## src/rtl/axi_matmul_stream_core.sv

```systemverilog
// Streaming matrix multiply C = A * B with runtime M/K/N up to MAX_DIM; A/B buffered, C streamed row-major.
// Optional macro SATURATE_EN: clamp C to the DATA_W signed range instead of truncating.
module axi_matmul_stream_core #(
  parameter int DATA_W  = 16,
  parameter int MAX_DIM = 8,
  parameter int ACC_W   = 2*DATA_W + $clog2(MAX_DIM),
  parameter int DIM_W   = $clog2(MAX_DIM + 1)
) (
  input  logic              clk,
  input  logic              rst,
  input  logic              start,
  input  logic [DIM_W-1:0]  cfg_m,
  input  logic [DIM_W-1:0]  cfg_k,
  input  logic [DIM_W-1:0]  cfg_n,
  output logic              busy,
  output logic              done,
  output logic [1:0]        status,
  input  logic              s_axis_a_tvalid,
  output logic              s_axis_a_tready,
  input  logic [DATA_W-1:0] s_axis_a_tdata,
  input  logic              s_axis_a_tlast,
  input  logic              s_axis_b_tvalid,
  output logic              s_axis_b_tready,
  input  logic [DATA_W-1:0] s_axis_b_tdata,
  input  logic              s_axis_b_tlast,
  output logic              m_axis_c_tvalid,
  input  logic              m_axis_c_tready,
  output logic [DATA_W-1:0] m_axis_c_tdata,
  output logic              m_axis_c_tlast
);

  localparam int DEPTH = MAX_DIM * MAX_DIM;
  localparam int AW    = (DEPTH > 1) ? $clog2(DEPTH) : 1;
  localparam int CW    = $clog2(DEPTH + 1);

  typedef enum logic [2:0] {S_IDLE, S_LOAD, S_COMPUTE, S_OUTPUT, S_DONE} state_t;

  state_t             state_reg;
  logic [DIM_W-1:0]   m_reg, k_reg, n_reg;
  logic [CW-1:0]      mk_reg, kn_reg, a_cnt_reg, b_cnt_reg;
  logic               a_ready_reg, b_ready_reg;
  logic [DIM_W-1:0]   i_reg, j_reg, k_cnt_reg;
  logic [AW-1:0]      a_row_reg, a_ptr_reg, b_ptr_reg;
  logic signed [ACC_W-1:0] acc_reg;
  logic [DATA_W-1:0]  c_data_reg;
  logic               c_valid_reg, c_last_reg;
  logic               busy_reg, done_reg;
  logic [1:0]         status_reg;

  logic signed [DATA_W-1:0] a_mem [DEPTH];
  logic signed [DATA_W-1:0] b_mem [DEPTH];
  logic signed [DATA_W-1:0] a_rd, b_rd;

  logic a_fire, b_fire, a_final, b_final, a_complete, b_complete, cfg_bad;
  assign a_fire     = s_axis_a_tvalid && a_ready_reg;
  assign b_fire     = s_axis_b_tvalid && b_ready_reg;
  assign a_final    = (a_cnt_reg == mk_reg - CW'(1));
  assign b_final    = (b_cnt_reg == kn_reg - CW'(1));
  assign a_complete = !a_ready_reg || (a_fire && a_final);
  assign b_complete = !b_ready_reg || (b_fire && b_final);
  assign cfg_bad    = (cfg_m == '0) || (cfg_k == '0) || (cfg_n == '0) ||
                      (cfg_m > DIM_W'(MAX_DIM)) || (cfg_k > DIM_W'(MAX_DIM)) ||
                      (cfg_n > DIM_W'(MAX_DIM));

  // Buffers have no reset so they map onto block RAM with a registered read port.
  always_ff @(posedge clk) begin
    if (a_fire) a_mem[a_cnt_reg[AW-1:0]] <= s_axis_a_tdata;
    if (b_fire) b_mem[b_cnt_reg[AW-1:0]] <= s_axis_b_tdata;
    a_rd <= a_mem[a_ptr_reg];
    b_rd <= b_mem[b_ptr_reg];
  end

  logic signed [2*DATA_W-1:0] prod;
  logic signed [ACC_W-1:0]    prod_ext, acc_base, acc_sum;
  logic [DATA_W-1:0]          c_next;

`ifdef SATURATE_EN
  localparam logic signed [ACC_W-1:0] C_MAX = ACC_W'((2**(DATA_W-1)) - 1);
  localparam logic signed [ACC_W-1:0] C_MIN = ACC_W'(-(2**(DATA_W-1)));
`endif

  always_comb begin
    prod     = a_rd * b_rd;
    prod_ext = ACC_W'(prod);
    acc_base = (k_cnt_reg == DIM_W'(1)) ? '0 : acc_reg;
    acc_sum  = acc_base + prod_ext;
`ifdef SATURATE_EN
    if (acc_sum > C_MAX)      c_next = C_MAX[DATA_W-1:0];
    else if (acc_sum < C_MIN) c_next = C_MIN[DATA_W-1:0];
    else                      c_next = acc_sum[DATA_W-1:0];
`else
    c_next = acc_sum[DATA_W-1:0];
`endif
  end

  always_ff @(posedge clk) begin
    if (rst) begin
      state_reg   <= S_IDLE;
      m_reg       <= '0;
      k_reg       <= '0;
      n_reg       <= '0;
      mk_reg      <= '0;
      kn_reg      <= '0;
      a_cnt_reg   <= '0;
      b_cnt_reg   <= '0;
      a_ready_reg <= 1'b0;
      b_ready_reg <= 1'b0;
      i_reg       <= '0;
      j_reg       <= '0;
      k_cnt_reg   <= '0;
      a_row_reg   <= '0;
      a_ptr_reg   <= '0;
      b_ptr_reg   <= '0;
      acc_reg     <= '0;
      c_data_reg  <= '0;
      c_valid_reg <= 1'b0;
      c_last_reg  <= 1'b0;
      busy_reg    <= 1'b0;
      done_reg    <= 1'b0;
      status_reg  <= '0;
    end else begin
      case (state_reg)
        S_IDLE, S_DONE: begin
          if (start) begin
            m_reg     <= cfg_m;
            k_reg     <= cfg_k;
            n_reg     <= cfg_n;
            mk_reg    <= CW'(cfg_m) * CW'(cfg_k);
            kn_reg    <= CW'(cfg_k) * CW'(cfg_n);
            a_cnt_reg <= '0;
            b_cnt_reg <= '0;
            i_reg     <= '0;
            j_reg     <= '0;
            k_cnt_reg <= '0;
            a_row_reg <= '0;
            a_ptr_reg <= '0;
            b_ptr_reg <= '0;
            if (cfg_bad) begin
              status_reg <= 2'b01;
              done_reg   <= 1'b1;
              state_reg  <= S_DONE;
            end else begin
              status_reg  <= 2'b00;
              done_reg    <= 1'b0;
              a_ready_reg <= 1'b1;
              b_ready_reg <= 1'b1;
              busy_reg    <= 1'b1;
              state_reg   <= S_LOAD;
            end
          end
        end
        S_LOAD: begin
          // The beat count alone ends the load; a misplaced tlast is only flagged.
          if (a_fire) begin
            a_cnt_reg <= a_cnt_reg + CW'(1);
            if (s_axis_a_tlast != a_final) status_reg[1] <= 1'b1;
            if (a_final) a_ready_reg <= 1'b0;
          end
          if (b_fire) begin
            b_cnt_reg <= b_cnt_reg + CW'(1);
            if (s_axis_b_tlast != b_final) status_reg[1] <= 1'b1;
            if (b_final) b_ready_reg <= 1'b0;
          end
          if (a_complete && b_complete) state_reg <= S_COMPUTE;
        end
        S_COMPUTE: begin
          // Cycle 0 only issues the first read; cycles 1..K each accumulate one product.
          k_cnt_reg <= k_cnt_reg + DIM_W'(1);
          if ((k_cnt_reg + DIM_W'(1)) < k_reg) begin
            a_ptr_reg <= a_ptr_reg + AW'(1);
            b_ptr_reg <= b_ptr_reg + AW'(n_reg);
          end
          if (k_cnt_reg != '0) acc_reg <= acc_sum;
          if (k_cnt_reg == k_reg) begin
            c_data_reg  <= c_next;
            c_valid_reg <= 1'b1;
            c_last_reg  <= (i_reg == m_reg - DIM_W'(1)) && (j_reg == n_reg - DIM_W'(1));
            state_reg   <= S_OUTPUT;
          end
        end
        S_OUTPUT: begin
          if (m_axis_c_tready) begin
            c_valid_reg <= 1'b0;
            c_last_reg  <= 1'b0;
            k_cnt_reg   <= '0;
            if (j_reg == n_reg - DIM_W'(1)) begin
              j_reg     <= '0;
              b_ptr_reg <= '0;
              if (i_reg == m_reg - DIM_W'(1)) begin
                done_reg  <= 1'b1;
                busy_reg  <= 1'b0;
                state_reg <= S_DONE;
              end else begin
                i_reg     <= i_reg + DIM_W'(1);
                a_row_reg <= a_row_reg + AW'(k_reg);
                a_ptr_reg <= a_row_reg + AW'(k_reg);
                state_reg <= S_COMPUTE;
              end
            end else begin
              j_reg     <= j_reg + DIM_W'(1);
              b_ptr_reg <= AW'(j_reg) + AW'(1);
              a_ptr_reg <= a_row_reg;
              state_reg <= S_COMPUTE;
            end
          end
        end
        default: state_reg <= S_IDLE;
      endcase
    end
  end

  assign busy            = busy_reg;
  assign done            = done_reg;
  assign status          = status_reg;
  assign s_axis_a_tready = a_ready_reg;
  assign s_axis_b_tready = b_ready_reg;
  assign m_axis_c_tvalid = c_valid_reg;
  assign m_axis_c_tdata  = c_data_reg;
  assign m_axis_c_tlast  = c_last_reg;

endmodule

```

## config.mk

```make
export PLATFORM = sky130hd
export DESIGN_NAME = axi_matmul_stream_core
export DESIGN_NICKNAME = d
export VERILOG_FILES = /design/src/rtl/axi_matmul_stream_core.sv
export SDC_FILE = /design/constraint.sdc
export NUM_CORES = 2
export LEC_CHECK = 0
export BUFFER_PORTS_ARGS = -buffer_cell sky130_fd_sc_hd__buf_2
export CORE_MARGIN = 4
export CORE_UTILIZATION = 30
export DETAILED_ROUTE_END_ITERATION = 16
export GPL_ROUTABILITY_DRIVEN = 0
export PLACE_DENSITY = 0.44
export SLEW_MARGIN = 0
export SYNTH_ARGS = -nofsm -noshare
export SYNTH_HDL_FRONTEND = slang
export SYNTH_SLANG_ARGS = --single-unit
```

## constraint.sdc

```tcl
create_clock -name clk -period 16.08 [get_ports clk]
set_clock_uncertainty 0.2 [all_clocks]
set_input_delay 0.804 -clock clk [delete_from_list [all_inputs] [get_ports clk]]
set_output_delay 0.804 -clock clk [all_outputs]
set_load 0.01 [all_outputs]
```

# Word-level counts from Yosys, hierarchy flattened
# Memory sizes are Yosys's and may differ from the RTL's. A register that Yosys moved wholly into a read port is not among the register bits.
# Index checks and enable logic that the tools add are counted.
# word_totals
register_bits	132
latch_bits	0
ram_bits	2048
rom_bits	0
in_bits	52
output_inout_bits	24
elab_cells	186
n_memories	2
# op_classes
add_sub_neg	14
multipliers	3
div_mod_pow	0
n_lt_le_gt_ge	4
n_eq_ne	26
shifts	0
n_mux	71
n_bitwise	0
n_reduce_logical	42
# memory_table
memory	depth	word_bits	read_ports	rd_clocked_by_memory_dff	write_ports	line_no	source
a_mem	64	16	1	1	1	50	logic signed [DATA_W-1:0] a_mem [DEPTH];
b_mem	64	16	1	1	1	51	logic signed [DATA_W-1:0] b_mem [DEPTH];
# ops
op	count
two-way mux 6 bit	9
one-hot mux 6 bit (3 select lines)	2
adder 35 x 32 -> 35 bit	1
two-way mux 35 bit	1
multiplier 16 x 16 -> 32 bit	1
two-way mux 4 bit	7
one-hot mux 7 bit (2 select lines)	2
two-way mux 1 bit	26
!= test 2 bit (second input constant)	13
AND reduction 5 bit	5
two-way mux 3 bit	7
two-way mux 7 bit	3
one-hot mux 4 bit (2 select lines)	2
AND reduction 3 bit	5
adder 7 x 1 -> 7 bit (second input constant)	2
== test 7 bit	2
multiplier 4 x 4 -> 7 bit	2
one-hot mux 1 bit (2 select lines)	7
subtractor 7 x 1 -> 7 bit (second input constant)	2
adder 4 x 1 -> 4 bit (second input constant)	3
adder 6 x 4 -> 6 bit	2
== test 4 bit	3
greater-than comparator 4 bit (second input constant)	3
logical NOT 4 bit	3
26 further kinds	47

# Depth between registers and ports, before layout
# depth
ltp_word	9
depth_mapped	23
ltp_nobuf	22

# Least setup slack after synthesis
# OpenSTA, ideal clock, no wires.
# synth_timing
kind	flip-flop to flip-flop
startpoint	reg b_rd[3] (read register of b_mem)
endpoint	reg c_data_reg[15], in the netlist m_axis_c_tdata[15]
setup_ps	70
t_arrival_ps	5091
setup_slack_ps	10718
stages_incl_launch_ff	23
period_less_slack_ps	5362
cell_sequence	dfxtp_1 -> clkbuf_1 -> and2_1 -> fa_1 -> inv_1 -> fa_1 -> inv_1 -> fa_1 -> inv_1 -> fa_1 -> inv_1 -> fa_1 -> inv_1 -> fa_1 -> inv_1 -> ha_1 -> a21o_1 -> nand2_1 -> o31ai_1 -> o41ai_1 -> xnor2_1 -> nand2_1 -> a21oi_1
# synth_between
elab_chain_cells	2
# synth_lines
item	line_no	source
start, declared	52	logic signed [DATA_W-1:0] a_rd, b_rd;
multiplier 16 x 16 -> 32 bit	83	prod = a_rd * b_rd;
adder 35 x 32 -> 35 bit	86	acc_sum = acc_base + prod_ext;
end signal, assigned	175	c_data_reg <= c_next;
end, declared	45	logic [DATA_W-1:0] c_data_reg;
# No other way between the ends.
# A chain may end at the register's enable or synchronous reset.

# Worst setup path after layout
# layout_timing
startpoint	reg k_cnt_reg[0]
endpoint	reg acc_reg[15]
# layout_between
elab_chain_cells	3
# layout_lines
item	line_no	source
start, declared	42	logic [DIM_W-1:0] i_reg, j_reg, k_cnt_reg;
start signal, assigned	168	k_cnt_reg <= k_cnt_reg + DIM_W'(1);
== test 4 x 1 -> 1 bit	85	acc_base = (k_cnt_reg == DIM_W'(1)) ? '0 : acc_reg;
two-way mux 35 bit	85	
adder 35 x 32 -> 35 bit	86	
end signal, assigned	173	if (k_cnt_reg != '0) acc_reg <= acc_sum;
end, declared	44	logic signed [ACC_W-1:0] acc_reg;
# Several ways; a longest one is shown, not always the timed one.

==> impl_metrics.json <==
{
  "status": "finished clean",
  "rrSetupSlack_ns": 9.97,
  "hp-class": "input port to register",
  "p_int_mw": 9.73,
  "grt_setup_unrepaired": "false",
  "via_per_inst": 4.91,
  "grt_pass1_vias": 45713,
  "fin_cells": 8888,
  "slew_viol_final": 0,
  "fin_setup_tns_ns": 0,
  "worstSetupEndpoint": "acc_reg[15]",
  "antenna_found_initial": 29,
  "drtIter0Drc": 4193,
  "syn_to_final_growth_pct": 15.6,
  "muxShareOfSynthArea": 0.169,
  "yosysWarnings": 0,
  "p_per_area_nw_per_um2": 119,
  "ys_seq_elements": 2193,
  "power.total_mw": 12.4,
  "ys_seq_area_frac": 0.715,
  "clk_pin_slew_ns": 0.06,
  "fin_crit_sh": 0.380,
  "grtUsageTotal": 0.161,
  "routed_wl_mm": 250,
  "yosys.area_share.simple": 0.0344,
  "synth_ff_type": "edfxtp_1",
  "postCtsSetupRepairBufs": 0,
  "max_freq_ghz": 0.164,
  "setup_slack_ns": 9.97,
  "reg2reg_depth": 20,
  "synth_fa_ha_area_frac": 0.0382,
  "r2r-end": "acc_reg[15]",
  "avgSynthCellArea_um2": 20.1,
  "synth_enable_flop_cells": 2048,
  "crit_chain": "ha_1 -> nor3b_2 -> nor2b_1 -> ha_1 -> fa_1 -> ha_1 -> ha_1 -> inv_1 -> fa_1 -> inv_1 -> ha_1 -> fa_1 -> a211oi_1 -> nor2_1 -> nor4_1 -> o31ai_1 -> o41ai_1 -> xnor2_1 -> nand2_1 -> a21oi_1",
  "power_frac_comb": 0.043,
  "cp-startpoint": "k_cnt_reg[0]",
  "synthArstFlopShare": 0,
  "rows": 200,
  "worstPathArrival_ns": 6.68,
  "path_common_cell": "ha_1",
  "netlist_area_um2": 90000,
  "p_sw_mw": 2.63,
  "start_kind": "register",
  "critPathRequiredTime_ns": 16.65,
  "path_class": "register to register",
  "swShare": 0.213,
  "placed_cells": 8439,
  "whs_ns": 0.0818,
  "utilization": 0.350,
  "vias": 43599,
  "dieArea_um2": 309000,
  "seq_power_share": 0.506,
  "nets": 5011,
  "grt_pass1_wl_mm": 356,
  "grt-ovfl-total": 0,
  "die_w_um": 556,
  "cts_root_buffer": "clkbuf_16",
  "synth-xor-area-share": 0.0111,
  "portBuffers": 75,
  "synth_compound_gate_area_share": 0.0126,
  "cts_tree": "done",
  "final-seq-area_um2": 64400,
  "hpwl_mm": 146,
  "clk_latency_ns": 0.90,
  "hold_viol": 0,
  "cp_max_fo": 16,
  "slowest_delay_ns": 0.87,
  "irDropWorstVdd_mv": 0.0913,
  "syn_nets": 4741,
  "drc": 0,
  "floorplan.initialDensity": 0.302,
  "dr.pass1.iters": 5,
  "place_ws_ns": 10.05,
  "endpoint_kind": "register",
  "die_h_um": 556,
  "p_leak_nw": 32.4,
  "wl_per_cell_um": 28.2,
  "dpl-instance-area_um2": 96100,
  "worst_pin_slew_ns": 1.27,
  "period_minus_slack_ns": 6.11,
  "clkPwrFrac": 0.451,
  "stdcell_area_um2": 104000,
  "numClockSinks": 2193,
  "ys_types": 62,
  "htree_levels": 4,
  "multiInputGateArea_um2": 24300,
  "grt_start_max_net_pins": 86,
  "cts_buffers": 237,
  "clk_path_buf_depth": 4,
  "drive_above_1_share": 0.286,
  "cpMaxStageDelayCell": "nor3b_2",
  "slew_headroom": 0.156,
  "ant_nets": 0,
  "maxCapViolations": 0,
  "setup_viol": 0,
  "nFillCells": 27858,
  "synth_top_family_by_area": "multiplexers",
  "r2r_start": "k_cnt_reg[0]",
  "io-pin-count": 76,
  "synthCells": 4476,
  "core_area_um2": 298000
}
==> cell type report <==
cell class | count | area share
Tap cell | 3939 | 0.0473
Antenna cell | 6 | 0.000144
Multi-Input combinational cell | 1862 | 0.234
Inverter | 187 | 0.00674
Clock inverter | 141 | 0.0161
Clock buffer | 295 | 0.0596
Timing Repair Buffer | 265 | 0.0176
Sequential cell | 2193 | 0.619
==> cells in the mapped netlist, types with 4 or more instances <==
cell type,instances,area share
xnor2_1,69,0.0067
nand4_1,7,0.00049
fa_1,103,0.023
buf_1,24,0.0010
nor4_1,4,0.00028
nand3_1,34,0.0019
buf_2,38,0.0021
dfxtp_1,145,0.032
a211oi_1,6,0.00050
nor2b_1,22,0.0015
o21ai_0,15,0.00083
nand2b_1,11,0.00076
edfxtp_1,2048,0.68
o21ai_1,8,0.00044
xor2_1,40,0.0039
nor2_1,214,0.0089
inv_1,187,0.0078
buf_6,6,0.00075
ha_1,110,0.015
mux2i_1,8,0.00089
a22oi_1,12,0.0010
and2_1,100,0.0069
nand2_1,207,0.0086
nor3b_1,4,0.00033
mux4_2,670,0.17
or2_2,8,0.00056
o21a_1,7,0.00058
nand3b_1,11,0.00092
clkbuf_1,150,0.0063
nor3_1,20,0.0011
a21oi_1,104,0.0058
buf_4,16,0.0013
a21o_1,19,0.0016
or3_1,7,0.00049
==> power groups by stage <==
stage               Combinational [mW]  Sequential, mW  Clock, mW
global placement                 0.534            6.38          0
finish                           0.529            6.26       5.58
global route                     0.595            6.26       5.96
detailed placement               0.535            6.38          0
CTS                              0.541            6.26       5.72
floorplan                        0.314            6.37          0
==> worst max-delay path: cells and delay by family, from the launching register on <==
kind,cells,cell delay (ns)
compound gates,4,0.85
xor+xnor,1,0.19
fa+ha+maj,8,2.71
buf+inv,2,0.09
flops,1,0.44
simple gates,5,1.48
==> what timing repair did <==
action,CTS,global route
setup endpoints to repair,0,0
endpoints found under the hold margin,8,0
gates resized for setup,0,0
hold buffers,7,0
==> worst min path at each step <==
stage | start | to | slack, ns | cells after the start
floorplan | acc_reg[12] | acc_reg[12] | 0.23 | 2
global placement | status[1] | status[1] | 0.24 | 2
detailed placement | status[1] | status[1] | 0.25 | 2
CTS | cfg_m[0] | m_reg[0] | 0.02 | 3
global route | cfg_m[0] | m_reg[0] | 0.06 | 3
finish | cfg_m[0] | m_reg[0] | 0.08 | 3
==> kinds of logic after synthesis <==
| logic type | Yosys count |
|---|---|
| AND/OR/NAND/NOR | 665 |
| flip-flops | 2193 |
| adder cells (fa/ha/maj) | 213 |
| XOR/XNOR | 111 |
| multiplexers | 682 |
| AO/OA/AOI/OAI | 191 |
| buffers and inverters | 421 |
==> metal layers <==
| layer | global-route usage | wire length (um) |
|---|---|---|
| met1 | 0.231 | 114000 |
| met2 | 0.260 | 119000 |
| met3 | 0.0230 | 12700 |
| met4 | 0.0340 | 4960 |
| met5 | 0 | 0 |
==> cell usage in the layout (no fill, tap or decap), types with 100 or more instances in the layout <==
| cell type | count |
|---|---|
| mux4_2 | 670 |
| a21oi_1 | 104 |
| buf_4 | 183 |
| inv_1 | 187 |
| clkbuf_16 | 238 |
| fa_1 | 103 |
| and2_1 | 100 |
| ha_1 | 110 |
| dfxtp_1 | 135 |
| nand2_1 | 207 |
| nor2_2 | 109 |
| edfxtp_1 | 2048 |
No activity file was read; power rests on OpenSTA's default activity.
